===== src/rtl/flasher_pkg.sv =====
// rtl/flasher_pkg.sv - shared state encoding and helpers for flasher-side controllers
package flasher_pkg;

    typedef enum logic [1:0] {
        RELEASED     = 2'd0,
        PRESS_WAIT   = 2'd1,
        PRESSED      = 2'd2,
        RELEASE_WAIT = 2'd3
    } flasher_state_e;

    function automatic int max2(input int a, input int b);
        return (a > b) ? a : b;
    endfunction

endpackage


===== src/rtl/flasher_trigger_ctrl_debounce_cell.sv =====
// rtl/flasher_trigger_ctrl_debounce_cell.sv - button synchroniser, debounce FSM and press event
module debounce_cell
    import flasher_pkg::*;
#(
    parameter int DB_CNT = 1_000_000
) (
    input  logic           clk,
    input  logic           rst_n,
    input  logic           btn_raw,
    output logic           btn_db,
    output logic           press_evt,
    output flasher_state_e state
);

    localparam int DW = (DB_CNT > 1) ? $clog2(DB_CNT) : 1;
    localparam logic [DW-1:0] DB_LAST = DW'(DB_CNT - 1);

    logic           sync_a;
    logic           btn_s;
    logic [DW-1:0]  cnt;
    logic [DW-1:0]  cnt_inc;
    logic [DW-1:0]  cnt_next;
    flasher_state_e state_next;
    logic           db_next;

    // The terminal test looks at the incremented value so that acceptance lands
    // on the same edge the count reaches its last value.
    assign cnt_inc = cnt + DW'(1);

    // Two-flop synchroniser for the asynchronous button input.
    always_ff @(posedge clk or negedge rst_n) begin
        if (!rst_n) begin
            sync_a <= 1'b0;
            btn_s  <= 1'b0;
        end else begin
            sync_a <= btn_raw;
            btn_s  <= sync_a;
        end
    end

    // State, debounce counter and debounced level registers.
    always_ff @(posedge clk or negedge rst_n) begin
        if (!rst_n) begin
            state  <= RELEASED;
            cnt    <= '0;
            btn_db <= 1'b0;
        end else begin
            state  <= state_next;
            cnt    <= cnt_next;
            btn_db <= db_next;
        end
    end

    // Next-state logic; a press event marks the PRESS_WAIT -> PRESSED transition only.
    always_comb begin
        state_next = state;
        cnt_next   = cnt;
        press_evt  = 1'b0;
        case (state)
            RELEASED: begin
                if (btn_s) begin
                    state_next = PRESS_WAIT;
                    cnt_next   = '0;
                end
            end
            PRESS_WAIT: begin
                if (!btn_s) begin
                    state_next = RELEASED;
                    cnt_next   = '0;
                end else if (cnt_inc == DB_LAST) begin
                    state_next = PRESSED;
                    cnt_next   = cnt_inc;
                    press_evt  = 1'b1;
                end else begin
                    cnt_next   = cnt_inc;
                end
            end
            PRESSED: begin
                if (!btn_s) begin
                    state_next = RELEASE_WAIT;
                    cnt_next   = '0;
                end
            end
            RELEASE_WAIT: begin
                if (btn_s) begin
                    state_next = PRESSED;
                    cnt_next   = '0;
                end else if (cnt_inc == DB_LAST) begin
                    state_next = RELEASED;
                    cnt_next   = cnt_inc;
                end else begin
                    cnt_next   = cnt_inc;
                end
            end
            default: begin
                state_next = RELEASED;
                cnt_next   = '0;
            end
        endcase
        db_next = (state_next == PRESSED) || (state_next == RELEASE_WAIT);
    end

endmodule


===== src/rtl/flasher_trigger_ctrl.sv =====
// rtl/flasher_trigger_ctrl.sv - button conditioner and step divider for the ring flasher (option AUTO_REPEAT_EN)
module flasher_trigger_ctrl
    import flasher_pkg::*;
#(
    parameter int DB_CNT     = 1_000_000,
    parameter int STEP_DIV   = 25_000_000,
    parameter int HOLD_CNT   = 50_000_000,
    parameter int REPEAT_CNT = 25_000_000
) (
    input  logic clk,
    input  logic rst_n,
    input  logic btn_raw,
    input  logic enable,
    output logic btn_db,
    output logic repeat_pulse,
    output logic step_tick
);

    localparam int SW = (STEP_DIV > 1) ? $clog2(STEP_DIV) : 1;
    localparam logic [SW-1:0] STEP_LAST = SW'(STEP_DIV - 1);

    flasher_state_e db_state;
    logic           press_evt;
    logic           auto_hit;
    logic           rp_next;
    logic           tick_next;
    logic [SW-1:0]  div_cnt;
    logic [SW-1:0]  div_next;

    debounce_cell #(
        .DB_CNT (DB_CNT)
    ) u_debounce (
        .clk       (clk),
        .rst_n     (rst_n),
        .btn_raw   (btn_raw),
        .btn_db    (btn_db),
        .press_evt (press_evt),
        .state     (db_state)
    );

`ifdef AUTO_REPEAT_EN
    localparam int HW = $clog2(max2(HOLD_CNT, REPEAT_CNT));
    localparam logic [HW-1:0] HOLD_LAST   = HW'(HOLD_CNT - 1);
    localparam logic [HW-1:0] REPEAT_LAST = HW'(REPEAT_CNT - 1);

    logic [HW-1:0] hold_cnt;
    logic          repeating;

    assign auto_hit = (db_state == PRESSED) &&
                      (hold_cnt == (repeating ? REPEAT_LAST : HOLD_LAST));

    // Hold timer: restarts on a fresh press, runs only in PRESSED, frozen in RELEASE_WAIT.
    always_ff @(posedge clk or negedge rst_n) begin
        if (!rst_n) begin
            hold_cnt  <= '0;
            repeating <= 1'b0;
        end else if (press_evt) begin
            hold_cnt  <= '0;
            repeating <= 1'b0;
        end else if (auto_hit) begin
            hold_cnt  <= '0;
            repeating <= 1'b1;
        end else if (db_state == PRESSED) begin
            hold_cnt  <= hold_cnt + HW'(1);
        end
    end
`else
    logic unused_cfg;

    assign auto_hit   = 1'b0;
    assign unused_cfg = ^{db_state, 32'(HOLD_CNT), 32'(REPEAT_CNT)};
`endif

    // Pulse gating and divider next values; a pulse clears the divider on the following edge.
    always_comb begin
        rp_next  = enable && (press_evt || auto_hit);
        div_next = '0;
        if (enable && !repeat_pulse && (div_cnt != STEP_LAST)) begin
            div_next = div_cnt + SW'(1);
        end
        tick_next = enable && !rp_next && (div_next == STEP_LAST);
    end

    // Output and divider registers.
    always_ff @(posedge clk or negedge rst_n) begin
        if (!rst_n) begin
            div_cnt      <= '0;
            repeat_pulse <= 1'b0;
            step_tick    <= 1'b0;
        end else begin
            div_cnt      <= div_next;
            repeat_pulse <= rp_next;
            step_tick    <= tick_next;
        end
    end

endmodule


===== config.mk =====
export PLATFORM = sky130hd
export DESIGN_NAME = flasher_trigger_ctrl
export DESIGN_NICKNAME = d
export VERILOG_FILES = /design/src/rtl/flasher_pkg.sv /design/src/rtl/flasher_trigger_ctrl_debounce_cell.sv /design/src/rtl/flasher_trigger_ctrl.sv
export SDC_FILE = /design/constraint.sdc
export NUM_CORES = 1
export LEC_CHECK = 0
export BUFFER_PORTS_ARGS = -buffer_cell sky130_fd_sc_hd__buf_2
export CORE_ASPECT_RATIO = 0.7
export CORE_MARGIN = 2
export CORE_UTILIZATION = 30
export DETAILED_ROUTE_END_ITERATION = 7
export GPL_TIMING_DRIVEN = 0
export PLACE_DENSITY = 0.44
export SLEW_MARGIN = 20
export SYNTH_ARGS = -nofsm -noshare
export SYNTH_HDL_FRONTEND = slang
export SYNTH_SLANG_ARGS = --single-unit

===== constraint.sdc =====
create_clock -name clk -period 2.1 [get_ports clk]
set_input_delay 0.315 -clock clk [delete_from_list [all_inputs] [get_ports clk]]
set_output_delay 0.315 -clock clk [all_outputs]
set_load 0.02 [all_outputs]

==> flow_metrics.py, run 1 <==
metrics = {
    "clock_network": {
        "cts_buffers": 5,
        "cts_root_buf": "clkbuf_16",
        "clock_latency_ns": 0.30,
        "cts_buffer_depth": 2,
        "cts.clk_slew.worst_paths_ns": 0.07,
        "htreeDepth": 2,
        "clkSinkCount": 52,
        "cts_tree": "yes",
    },
    "critical_path": {
        "cpMostUsedCell": "and3_4",
        "critical_path_class": "flop to flop",
        "end_kind": "flop",
        "crit_arrival_ns": 2.39,
        "cpLargestDelayFamily": "simple AND/OR/NAND/NOR gates",
        "max_stage_delay_ns": 0.41,
        "r2r_start": "u_debounce.cnt[1]",
        "reg2reg_depth": 8,
        "cp.required_ns": 2.29,
        "critPathMaxFanout": 4,
        "worstPathCellList": "ha_4 > and3_4 > nand3_4 > nor3b_4 > nor2_1 > nor4_2 > and3_4 > mux2_4",
        "start_kind": "flop",
        "critical_path_buf_inv_count": 0,
        "cpMaxStageDelayCell": "dfrtp_2",
        "cp_num_cells": 8,
        "reg2reg_slack_ns": -0.10,
        "regToRegEndpoint": "u_debounce.btn_db",
    },
    "logic_synthesis": {
        "synth-edff-count": 0,
        "yosysTopAreaCell": "dfrtp_1",
        "synth_simple_gate_area_frac": 0.307,
        "seq_area_frac_synth": 0.415,
        "synth_fa_ha_area_frac": 0.0120,
        "synth-seq-cells": 52,
        "synth_top_cell_area_share": 0.415,
        "synth_xor_area_frac": 0.0782,
        "syn_nets": 369,
        "synth_area_leaders": "dfrtp_1, nor2_1, nand2_1, xor2_1, o21ai_0",
        "netlist_instances": 362,
        "synth_cell_type_count": 58,
        "syn_avg_cell_area_sq_um": 8.67,
        "syn-cell-area_sq_um": 3140,
        "synth_ff_type": "dfrtp_1",
        "yosys_warnings": 0,
        "synth_compound_area_frac": 0.134,
        "synth_top_family_by_area": "simple AND/OR/NAND/NOR gates",
        "synthMuxAreaShare": 0.0140,
        "async_flop_share": 1.00,
        "synthTopCellsByCount": "dfrtp_1, nor2_1, nand2_1",
        "synth.most_common_cell": "dfrtp_1",
    },
    "pwr": {
        "switching_share": 0.244,
        "power.switching_mw": 0.488,
        "clkPwrFrac": 0.415,
        "p_int_mw": 1.51,
        "p_comb_frac": 0.074,
        "ir_drop_mv": 0.281,
        "p_per_area_nw_per_um2": 479,
        "leakagePower_nw": 1.69,
        "p_seq_frac": 0.511,
    },
    "sta": {
        "fmax_mhz": 454,
        "finalHoldViolCount": 0,
        "setup_viol": 4,
        "slew_headroom": 0.522,
        "tightest_slew_ns": 0.717,
        "setup_tns_ns": -0.346,
        "post-route-period-util": 1.05,
        "finalMaxSlewViolations": 0,
        "fin_skew_ns": 0.00943,
        "fin_ws_ns": -0.102,
        "finalCriticalPeriod_ns": 2.20,
        "rsz0062_at_grt": "yes",
    },
    "detailed_routing": {
        "wl_per_cell_um": 16.8,
        "vias": 2908,
        "first_pass_iters": 4,
        "route.detailed.drc": 0,
        "drt_first_iter_violations": 171,
        "vias_per_cell": 5.29,
        "ant_nets": 0,
        "wl_um": 9260,
    },
    "global_route": {
        "grt_use_total": 0.168,
        "grt_pass1_vias": 2656,
        "grt.overflow.total": 0,
        "grt_pass1_wl_um": 14700,
        "grt_max_degree": 53,
        "antenna_found_initial": 0,
    },
    "layout": {
        "antenna_cells": 0,
        "nNetsFinal": 424,
        "utilization": 0.406,
        "layout-drive-gt1-share": 0.321,
        "fillers": 1011,
        "area_growth_pct": 33.0,
    },
    "placed_design": {
        "routabilityCongestion": 0.836,
        "dp_hpwl_um": 5960,
        "portBuffers": 6,
    },
    "status": {
        "violations": "setup timing",
        "outcome": "finished with violations",
    },
    "die": {
        "rows": 31,
        "io_pins": 7,
        "die_h_um": 89.6,
        "dieWidth_um": 126,
        "design.die.area_sq_um": 11300,
        "core_area_sq_um": 10300,
        "start_util": 0.305,
    },
    "min_path": {
        "hold_path.class": "input port to asynchronous set/reset pin",
    },
    "flow_run": {
        "drv_cap": 0,
    },
}
==> power by group through the flow <==
stage / Combinational (mW) / Clock [mW] / Sequential (mW)
final: 0.148 / 0.831 / 1.02
after floorplan: 0.0603 / 0 / 1.04
after global routing: 0.169 / 0.906 / 1.02
after global placement: 0.111 / 0 / 1.04
after detailed placement: 0.111 / 0 / 1.04
after CTS: 0.146 / 0.865 / 1.02
==> per-layer routing <==
layer / part of all wire / GRT usage
met1: 0.53 / 0.262
met2: 0.39 / 0.228
met3: 0.068 / 0.0437
met4: 0.0068 / 0.0360
met5: 0 / 0
==> flip-flops by register name, summed over array words and instances, names as in the netlist <==
| signal | cells |
|---|---|
| div_cnt | 25 |
| repeat_pulse | 1 |
| step_tick | 1 |
| u_debounce.btn_db | 1 |
| u_debounce.btn_s | 1 |
| u_debounce.cnt | 20 |
| u_debounce.state | 2 |
| u_debounce.sync_a | 1 |
==> how the worst max path moves through the flow <==
| stage | endpoint | slack (ns) | start |
|---|---|---|---|
| 2_1_floorplan | u_debounce.btn_db | 0.008 | u_debounce.cnt[2] |
| 3_5_place_dp | step_tick | -0.46 | u_debounce.cnt[1] |
| 4_1_cts | step_tick | -0.07 | div_cnt[2] |
| 5_1_grt | u_debounce.btn_db | -0.20 | u_debounce.cnt[1] |
| 3_3_place_gp | step_tick | -0.42 | u_debounce.cnt[1] |
| 6_report | u_debounce.btn_db | -0.10 | u_debounce.cnt[1] |
==> repair_timing <==
item | 4_1_cts | 5_1_grt
gates cloned | 0 | 1
hold buffers | 0 | 0
endpoints found under the setup margin | 25 | 26
pin swaps | 20 | 9
gates resized for setup | 62 | 20
buffers inserted | 36 | 9
==> final cells by class <==
class | instances | area, sq um | area share
Clock inverter | 1 | 5.00 | 0.00120
Timing Repair Buffer | 51 | 404 | 0.0969
Buffer | 16 | 114 | 0.0273
Clock buffer | 7 | 133 | 0.0318
Multi-Input combinational cell | 285 | 2010 | 0.482
Tap cell | 132 | 165 | 0.0396
Inverter | 6 | 22.5 | 0.00540
Sequential cell | 52 | 1320 | 0.316
==> placed cells by master (no fill, tap or decap), drive strengths merged, types with 4 or more instances in the layout <==
| cell type | netlist | layout |
|---|---|---|
| and4 | 6 | 6 |
| clkbuf | 12 | 15 |
| and2 | 4 | 4 |
| o21ai | 28 | 28 |
| nor2 | 51 | 51 |
| nor4 | 9 | 9 |
| nand3 | 20 | 21 |
| inv | 6 | 6 |
| buf | 8 | 59 |
| nor3 | 11 | 11 |
| xor2 | 17 | 17 |
| o31ai | 9 | 9 |
| xnor2 | 11 | 11 |
| and3 | 7 | 7 |
| a21oi | 13 | 13 |
| nand2 | 40 | 40 |
| dfrtp | 52 | 52 |
| nand4 | 12 | 12 |
| or3 | 4 | 4 |
==> metrics by stage <==
| stage | hold WS, ns | instances | total power, mW | worst slack, ns | cell area, sq um |
|---|---|---|---|---|---|
| floorplan | 0.0194 | 362 | 1.10 | 0.00829 | 3210 |
| detailed placement | 0.345 | 500 | 1.15 | -0.455 | 3410 |
| global placement | 0.333 | 500 | 1.15 | -0.419 | 3400 |
| finish | 0.0708 | 550 | 2.00 | -0.102 | 4170 |
| global route | 0.118 | 550 | 2.10 | -0.198 | 4170 |
| CTS | 0.102 | 541 | 2.03 | -0.0748 | 4030 |
==> worst register-to-register path, stage by stage (launching register included) <==
cell,delay [ns]
dfrtp_2,0.41
ha_4,0.18
and3_4,0.23
nand3_4,0.10
nor3b_4,0.26
nor2_1,0.09
nor4_2,0.27
and3_4,0.25
mux2_4,0.30
==> kinds of logic after synthesis <==
group | Yosys count
simple gates | 182
compound gates | 67
flops | 52
xor+xnor | 28
buf+inv | 26
mux | 4
fa+ha+maj | 3
Note: power is estimated with default switching activity, not from simulation.
==> run 2: changes to the inputs <==
--- a/config.mk
+++ b/config.mk
@@ -12,7 +12,8 @@
 export DETAILED_ROUTE_END_ITERATION = 7
 export GPL_TIMING_DRIVEN = 0
 export PLACE_DENSITY = 0.44
-export SLEW_MARGIN = 20
+export SLEW_MARGIN = 0
 export SYNTH_ARGS = -nofsm -noshare
 export SYNTH_HDL_FRONTEND = slang
+export SYNTH_HIERARCHICAL = 1
 export SYNTH_SLANG_ARGS = --single-unit
==> run 2 against run 1 <==
The run still ends with setup timing left; synthesized area is 4.5% lower; first-iteration DRC count decreased by 7.6%; total power fell by 0.58%; final area decreased by 10%; routed wire length shrank 19%; clock skew down 0.0043 ns; critical path depth up 3; combinational power shrank 28%; sequential cell count did not move; clock power is 2.9% higher; via count fell by 12%; register-to-register slack got worse by 0.31 ns.
==> flow_metrics.py, run 2 <==
metrics = {
    "layout": {
        "layout_common_cells": "dfrtp_1, nor2_1, nand2_1",
        "area_growth_pct": 24.7,
        "antenna_cells": 0,
        "layout-drive-gt1-share": 0.248,
        "final_common_cell": "dfrtp_1",
        "fin_area_sq_um": 3730,
        "largest_register_ffs": 25,
        "largest-register": "div_cnt",
        "nNetsFinal": 369,
        "biggestRegsByFlops": "div_cnt x25, u_debounce/cnt x20, u_debounce/state x2",
    },
    "detailed_routing": {
        "met3WireLength_um": 278,
        "top_layer_used": "met4",
        "route.detailed.drc": 0,
        "first_pass_iters": 4,
        "drt-met1-wl_um": 4140,
        "wl_met2_um": 3030,
        "wl_per_cell_um": 15.3,
        "vias_per_cell": 5.19,
        "wl_um": 7530,
        "ant_nets": 0,
        "vias": 2547,
        "drt_first_iter_violations": 158,
    },
    "placed_design": {
        "place_ws_ns": -0.772,
        "dp_hpwl_um": 5140,
        "routabilityCongestion": 0.788,
        "portBuffers": 6,
        "place_area_sq_um": 3260,
    },
    "global_route": {
        "grt_max_degree": 53,
        "grt.overflow.total": 0,
        "grt_use_total": 0.154,
        "grt_pass1_vias": 2439,
        "grt_pass1_wl_um": 13000,
        "antenna_found_initial": 0,
    },
    "pwr": {
        "p_comb_frac": 0.053,
        "p_seq_frac": 0.517,
        "total_power_mw": 1.99,
        "ir_drop_mv": 0.332,
        "power.switching_mw": 0.434,
        "p_int_mw": 1.55,
        "clkPwrFrac": 0.430,
        "p_per_area_nw_per_um2": 532,
        "leakagePower_nw": 1.57,
        "switching_share": 0.218,
    },
    "die": {
        "die_h_um": 87.6,
        "start_util": 0.309,
        "core_area_sq_um": 9680,
        "dieWidth_um": 123,
        "design.die.area_sq_um": 10800,
        "rows": 30,
        "io_pins": 7,
    },
    "clock_network": {
        "cts_buffers": 5,
        "cts_tree": "yes",
        "cts_buffer_depth": 2,
        "cts.clk_slew.worst_paths_ns": 0.07,
        "cts_root_buf": "clkbuf_16",
        "hold_buffers": 0,
        "htreeDepth": 2,
        "clkSinkCount": 52,
        "clock_latency_ns": 0.28,
    },
    "critical_path": {
        "worstPathCellList": "nand4_4 > nor4_4 > a31oi_1 > o2111ai_2 > nor4_4 > and3b_2 > nor3_2 > nand3b_1 > nor4b_2 > nand2_1 > nor4_2",
        "end_kind": "flop",
        "cpMaxStageDelayCell": "dfrtp_2",
        "cpMostUsedCell": "nor4_4",
        "max_stage_delay_ns": 0.44,
        "crit_arrival_ns": 2.70,
        "cp.required_ns": 2.29,
        "critical_path_class": "flop to flop",
        "critPathMaxFanout": 5,
        "start_kind": "flop",
    },
    "min_path": {
        "hold_path.class": "input port to asynchronous set/reset pin",
    },
    "logic_synthesis": {
        "synth_area_leaders": "dfrtp_1, nor2_1, xnor2_1, xor2_1, o21ai_0",
        "yosysTopAreaCell": "dfrtp_1",
        "syn_nets": 332,
        "seq_area_frac_synth": 0.435,
        "async_flop_share": 1.00,
        "syn_avg_cell_area_sq_um": 9.21,
        "netlist_instances": 325,
        "synth_cell_type_count": 56,
        "synth_ff_type": "dfrtp_1",
        "syn-cell-area_sq_um": 2990,
        "synth.most_common_cell": "dfrtp_1",
        "synthTopCellsByCount": "dfrtp_1, nor2_1, nand2_1",
        "synth_top_cell_area_share": 0.435,
        "synth-seq-cells": 52,
        "yosys_warnings": 6,
        "synth-edff-count": 0,
    },
    "status": {
        "violations": "setup timing",
        "outcome": "finished with violations",
    },
    "sta": {
        "rsz0062_at_grt": "yes",
        "fmax_mhz": 398,
        "tightest_slew_ns": 0.696,
        "setup_viol": 4,
        "post-route-period-util": 1.20,
        "fin_skew_ns": 0.00517,
        "finalCriticalPeriod_ns": 2.51,
        "finalMaxSlewViolations": 0,
        "slew_headroom": 0.536,
        "fin_ws_ns": -0.411,
        "finalHoldViolCount": 0,
    },
    "flow_run": {
        "drv_cap": 0,
    },
}
-- run 2: path summary, 6_finish.rpt --
path	startpoint	endpoint	cells past startpoint	slack, ns
worst max-delay path	u_debounce/cnt[1]	step_tick	11	-0.41
worst min register to register	u_debounce/sync_a	u_debounce/btn_s	0	0.35
min in group clk	btn_raw	u_debounce/sync_a	1	0.13
max in group asynchronous	rst_n	u_debounce/cnt[9]	1	1.52
worst min-delay path	rst_n	div_cnt[1]	1	0.08
worst max register to register	u_debounce/cnt[1]	step_tick	11	-0.41
-- run 2: per-layer routing --
metal,up-vias,track usage
li1,1244,-
met1,1257,0.252
met2,40,0.204
met3,6,0.0228
met4,0,0.0393
met5,-,0
-- run 2: repair_timing --
| item | CTS | global route |
|---|---|---|
| buffers inserted | 15 | 9 |
| resized for setup | 20 | 9 |
| pin swaps | 8 | 5 |
| setup endpoints to repair | 30 | 30 |
-- run 2: logic make-up after synthesis --
| group | after synthesis | share of synthesized area |
|---|---|---|
| adders and majority gates | 3 | 0.0125 |
| buffers and inverters | 23 | 0.0410 |
| xor gates and xnor gates | 30 | 0.0878 |
| and+or+nand+nor | 158 | 0.295 |
| AOI/OAI and AO/OA | 55 | 0.114 |
| DFF | 52 | 0.435 |
| muxes | 4 | 0.0146 |
-- run 2: area by class of cell --
| cell class | count | area, sq um |
|---|---|---|
| Timing Repair Buffer | 30 | 213 |
| Inverter | 6 | 22.5 |
| Tap cell | 128 | 160 |
| Multi-Input combinational cell | 250 | 1760 |
| Sequential cell | 52 | 1310 |
| Buffer | 17 | 116 |
| Clock buffer | 8 | 156 |
| Fill cell | 996 | 5950 |
-- run 2: power by group through the flow --
stage	combinational (mW)	sequential [mW]	clock (mW)
finish	0.106	1.03	0.855
global route	0.121	1.03	0.942
CTS	0.106	1.03	0.897
detailed placement	0.0913	1.05	0
global placement	0.0916	1.05	0
floorplan	0.0462	1.05	0
-- run 2: stage by stage --
stage	hold slack (ns)	utilization	instances	setup TNS, ns
finish	0.0806	0.386	491	-1.21
global route	0.117	0.386	491	-1.96
CTS	0.123	0.375	482	-1.28
detailed placement	0.337	0.337	459	-17.69
global placement	0.332	0.337	459	-18.54
floorplan	0.0194	-	325	-0.414
-- run 2: critical path, delay by kind of cell (launching register included) --
| kind | cells | cell delay [ns] |
|---|---|---|
| AND/OR/NAND/NOR | 9 | 1.60 |
| AO/OA/AOI/OAI | 2 | 0.40 |
| flip-flops | 1 | 0.44 |
